## config.mk

```make
export PLATFORM = sky130hd
export DESIGN_NAME = snake_dir_ctrl
export DESIGN_NICKNAME = d
export VERILOG_FILES = /design/src/rtl/snake_dir_ctrl.sv
export SDC_FILE = /design/constraint.sdc
export NUM_CORES = 1
export LEC_CHECK = 0
export CAP_MARGIN = 40
export CELL_PAD_IN_SITES_DETAIL_PLACEMENT = 2
export CELL_PAD_IN_SITES_GLOBAL_PLACEMENT = 2
export CORE_ASPECT_RATIO = 0.7
export CORE_MARGIN = 3
export CORE_UTILIZATION = 38
export DETAILED_ROUTE_END_ITERATION = 12
export DONT_BUFFER_PORTS = 1
export PLACE_DENSITY_LB_ADDON = 0.1
export SYNTH_ARGS = -nofsm -noshare
export SYNTH_HDL_FRONTEND = slang
export SYNTH_SLANG_ARGS = --single-unit
```

## constraint.sdc

```tcl
create_clock -name clk -period 3.5 [get_ports clk]
set_input_delay 0.525 -clock clk [delete_from_list [all_inputs] [get_ports clk]]
set_output_delay 0.525 -clock clk [all_outputs]
set_load 0.02 [all_outputs]
```

## src/rtl/snake_dir_ctrl.sv

```systemverilog
// -----------------------------------------------------------------------------
// snake_dir_ctrl
//
// Purpose:
//   Converts the four debounced key pulses into the snake's movement
//   direction. It also generates the periodic move tick that paces the game
//   engine. Up to two pending turns are buffered between ticks. A turn that
//   would reverse the snake by 180 degrees, or repeat the direction it would
//   already be travelling, is rejected.
//
// Ports:
//   clk        system clock
//   rst        synchronous reset, active-high
//   run        game running (0 = paused / game over)
//   key_left   one-cycle press pulse
//   key_right  one-cycle press pulse
//   key_up     one-cycle press pulse
//   key_down   one-cycle press pulse
//   dir        current direction: 00 up, 01 down, 10 left, 11 right
//   move_tick  one-cycle step strobe
//   q_count    number of pending turns (0..2)
//   key_drop   one-cycle pulse when a decoded key is rejected
// -----------------------------------------------------------------------------
module snake_dir_ctrl #(
  parameter int STEP_CYCLES = 5_000_000,
  parameter int CNT_W       = 23
) (
  input  logic       clk,
  input  logic       rst,
  input  logic       run,
  input  logic       key_left,
  input  logic       key_right,
  input  logic       key_up,
  input  logic       key_down,
  output logic [1:0] dir,
  output logic       move_tick,
  output logic [1:0] q_count,
  output logic       key_drop
);

  localparam logic [CNT_W-1:0] LAST = CNT_W'(STEP_CYCLES - 1);

  localparam logic [1:0] DIR_UP    = 2'b00;
  localparam logic [1:0] DIR_DOWN  = 2'b01;
  localparam logic [1:0] DIR_LEFT  = 2'b10;
  localparam logic [1:0] DIR_RIGHT = 2'b11;

  logic [CNT_W-1:0] cnt;

  // Two-entry turn queue: q0 is the head (next to be applied), q1 the second.
  logic [1:0] q0;
  logic [1:0] q1;

  logic       key_valid;
  logic [1:0] key_dir;
  logic [1:0] tail;
  logic       step_due;
  logic       pop;
  logic       reject;
  logic       accept;

  // Fixed-priority key decode; lower-priority keys in the same cycle are
  // simply discarded and never count as a rejection.
  always_comb begin
    key_valid = 1'b1;
    key_dir   = DIR_UP;
    if (key_up)
      key_dir = DIR_UP;
    else if (key_down)
      key_dir = DIR_DOWN;
    else if (key_left)
      key_dir = DIR_LEFT;
    else if (key_right)
      key_dir = DIR_RIGHT;
    else
      key_valid = 1'b0;
  end

  // A new key is judged against the direction the snake will have after all
  // already-queued turns, i.e. the newest queue entry, or dir if empty.
  // The full-queue check is waived when a pop on this same edge frees a slot.
  always_comb begin
    case (q_count)
      2'd0:    tail = dir;
      2'd1:    tail = q0;
      default: tail = q1;
    endcase
    step_due = run && (cnt == LAST);
    pop      = step_due && (q_count != 2'd0);
    reject   = key_valid &&
               ((key_dir == tail) ||
                (key_dir == {tail[1], ~tail[0]}) ||
                ((q_count == 2'd2) && !pop));
    accept   = key_valid && !reject;
  end

  // Step counter, tick, direction update and turn queue. Pausing flushes
  // the queue and restarts the step period but keeps the current direction.
  always_ff @(posedge clk) begin
    if (rst) begin
      cnt       <= '0;
      move_tick <= 1'b0;
      dir       <= DIR_RIGHT;
      q_count   <= 2'd0;
      key_drop  <= 1'b0;
      q0        <= DIR_UP;
      q1        <= DIR_UP;
    end else if (!run) begin
      cnt       <= '0;
      move_tick <= 1'b0;
      key_drop  <= 1'b0;
      q_count   <= 2'd0;
    end else begin
      move_tick <= step_due;
      cnt       <= step_due ? '0 : cnt + 1'b1;
      key_drop  <= reject;
      if (pop)
        dir <= q0;
      case ({pop, accept})
        2'b11: begin
          // Pop and push together: occupancy unchanged, order preserved.
          if (q_count == 2'd1) begin
            q0 <= key_dir;
          end else begin
            q0 <= q1;
            q1 <= key_dir;
          end
        end
        2'b10: begin
          q0      <= q1;
          q_count <= q_count - 2'd1;
        end
        2'b01: begin
          if (q_count == 2'd0)
            q0 <= key_dir;
          else
            q1 <= key_dir;
          q_count <= q_count + 2'd1;
        end
        default: begin
        end
      endcase
    end
  end

endmodule

```

==> reports/metrics.yaml <==
run_status:
  run_status: "complete, no violations"
setup_path:
  cpMaxStageDelayCell: "dfxtp_1"
  timing.critical_path.cells: "ha_1 > nand2_1 > nor4_2 > nand2b_1 > nor2_2 > inv_2 > a21oi_1 > ha_1 > a22oi_1 > o211ai_1 > mux2i_1 > nor2_1"
  crit_path_frequent_cell: "ha_1"
  crit_required_ns: 3.67
  cp_data_arrival_time_ns: 3.26
  crit_fanout: 9
  start_kind: "register"
  sort_of_element_at_the_end_of_the_critical_path: "register"
  timing.critical_path.slowest_cell_delay_ns: 0.41
  critPathKind: "reg2reg"
clock_tree:
  clock_tree_from_tritoncts: "built"
  ctsHoldBuffers: 0
  clock_sinks: 33
  ctsRootBufferMaster: "clkbuf_8"
  clock_latency_ns: 0.28
  cts_resized: 0
  cts_post_setup_buffers_inserted: 0
  h-tree-depth: 2
  tritoncts.num_buffers: 5
  cts-root-to-sink-buffers: 2
  clkTransAtPathRegs_ns: 0.06
floorplan:
  core-area_um2: 4065
  floorplan.initialDensity_pct: 41.18
  die_width_um: 85.33
  floorplan.io_pins: 13
  die_y_um: 61.53
  total_die_area_um2: 5250
  fp-row-count: 19
global_route:
  grt_antenna_before_repair: 0
  grt-busiest-layer: "met2"
  met2_resource_use_gr_pct: 27.65
  overflow: 0
  globalRouteMet1Util_pct: 27.10
  vias_in_the_first_global_route: 1385
  grtUsageTotal_pct: 18.89
  grt_start_max_net_pins: 24
  wire_length_of_the_first_global_routing_pass_um: 7465
  groute.layer.met3.usage_pct: 5.749
logic_synthesis:
  synth_cell_type_count: 34
  area_contributors_post_synth: "dfxtp_1, xor2_1, nor2_1"
  synth-warning-count: 0
  ys_async_sr_fraction_pct: 0
  synthesis.nets: 202
  synth_area_per_cell_um2: 8.952
  post_synth_instance_area_um2: 1674
  post_synth_top_flop: "dfxtp_1"
  synth_top_area_cell: "dfxtp_1"
  syn-instance-count: 187
  synth-seq-cells: 33
  synthDominantCellAreaShare_pct: 39.46
  synth-seq-area-share_pct: 39.46
  number_of_enable_type_register_cells_in_the_synthesized_netlist: 0
placement:
  dp_hpwl_um: 3449
  numPlacedInstances: 235
  place.gp.congestion: 0.7719
  place_worst_setup_slack_ns: 0.4425
  buffer_ports.inserted: 0
route:
  drt_first_pass_iters: 4
  antenna_violating_nets_post_route: 0
  drc: 0
  drt-initial-drc-count: 86
  routed_wirelength_um: 4548
  num_vias: 1326
  vias_per_cell: 5.457
  wire_per_inst_um: 18.72
sta:
  sum_of_negative_setup_slack_ns: 0
  fin_crit_ns: 3.093
  max_slew_headroom_pct: 37.38
  worstMarginPinSlew_ns: 0.9392
  number_of_setup_violations_in_the_final_report: 0
  fmax_ghz: 0.3233
  grt_setup_unrepaired: "no"
  max_slew_violation_total_from_the_final_report: 0
  holdWs_ns: 0.3125
  worst_path_setup_slack_after_routing_ns: 0.4067
  final.setup_skew_ns: 0.005392
  min_period_over_period_pct: 88.38
  finalHoldViolations: 0
final_layout:
  num-nets-final: 205
  leading_cell_type_in_the_layout_fill_and_taps_excluded: "nor2_1"
  stdcell_count: 243
  layout-drive-gt1-share_pct: 6.806
  most-common-layout-cells: "nor2_1, dfxtp_1, xor2_1"
  areaGrowthSynthToFinish_pct: 7.623
  n_antenna_cell: 0
pwr:
  switching_power_mw: 0.2311
  share_comb_of_total_power_pct: 18.1
  p_sw_share_pct: 28.06
  power.density_cell_area_nw_per_um2: 457.1
  part_of_the_total_power_dissipated_in_the_clock_network_pct: 32.7
  peak_supply_drop_uv: 265.2
  cellInternalPower_mw: 0.5924
  power_frac_seq_pct: 49.2
  power.static_leakage_nw: 0.6695
  power.total_mw: 0.8235
job:
  max-cap-violations: 0
min_path:
  min_path_type: "in2reg"
## logic make-up after synthesis
family / count (synthesis) / synth area share [%]
AO/OA/AOI/OAI: 16 / 7.474
adder cells (fa/ha/maj): 8 / 5.979
buffers and inverters: 15 / 3.513
XOR/XNOR: 23 / 12.03
flip-flops: 33 / 39.46
multiplexers: 7 / 4.186
AND/OR/NAND/NOR: 85 / 27.36
## layer usage
layer,up-vias,share of wire [%]
met3,4,3.5
li1,639,-
met5,-,0
met1,661,54
met2,22,42
met4,0,0.51
## worst max-delay path, delay by kind of cell, from the launching register on
kind            cells  cell delay (ns)
flops               1             0.41
compound gates      3             0.70
simple gates        5             0.84
buf+inv             1             0.14
mux                 1             0.30
fa+ha+maj           2             0.60
## cells in the mapped netlist, types with 4 or more instances
master,instances
a21oi_1,4
dfxtp_1,33
ha_1,8
inv_1,10
mux2i_1,7
nand2_1,10
nand2b_1,6
nand3_1,11
nand4_1,5
nor2_1,35
xnor2_1,7
xor2_1,16
## metrics by stage
step	cell area (µm²)	util (%)
after CTS	1802	44.32
after global placement	1722	42.35
final	1802	44.32
after detailed placement	1722	42.35
after global routing	1802	44.32
after floorplan	1674	-
## flip-flops by register name, indices dropped and copies added (netlist names)
name,flops
cnt,23
dir,2
key_drop,1
move_tick,1
q0,2
q1,2
q_count,2
## worst paths after layout
path / start / slack (ns) / end / cells after the start
hold / removal: rst / 0.31 / q1[1]$_SDFFE_PP0P_ / 1
setup / recovery: cnt[0]$_SDFF_PP0_ / 0.41 / q1[0]$_SDFFE_PP0P_ / 12
hold reg to reg: q0[0]$_SDFFE_PP0P_ / 0.48 / q0[0]$_SDFFE_PP0P_ / 2
setup reg to reg: cnt[0]$_SDFF_PP0_ / 0.41 / q1[0]$_SDFFE_PP0P_ / 12
## area by class of cell
class | count | area [µm²]
clock buffers | 8 | 80.08
flip-flops and latches | 33 | 660.6
inverters | 11 | 41.29
fillers | 454 | 2263
multi-input cells | 139 | 954.7
well taps | 52 | 65.06
## power groups by stage
stage / registers, mW / logic, mW / clock network, mW
after global routing: 0.407 / 0.166 / 0.303
after floorplan: 0.410 / 0.118 / 0
after global placement: 0.413 / 0.138 / 0
after CTS: 0.405 / 0.148 / 0.279
after detailed placement: 0.414 / 0.147 / 0
final: 0.405 / 0.149 / 0.269
(Power assumes the default switching activity.)
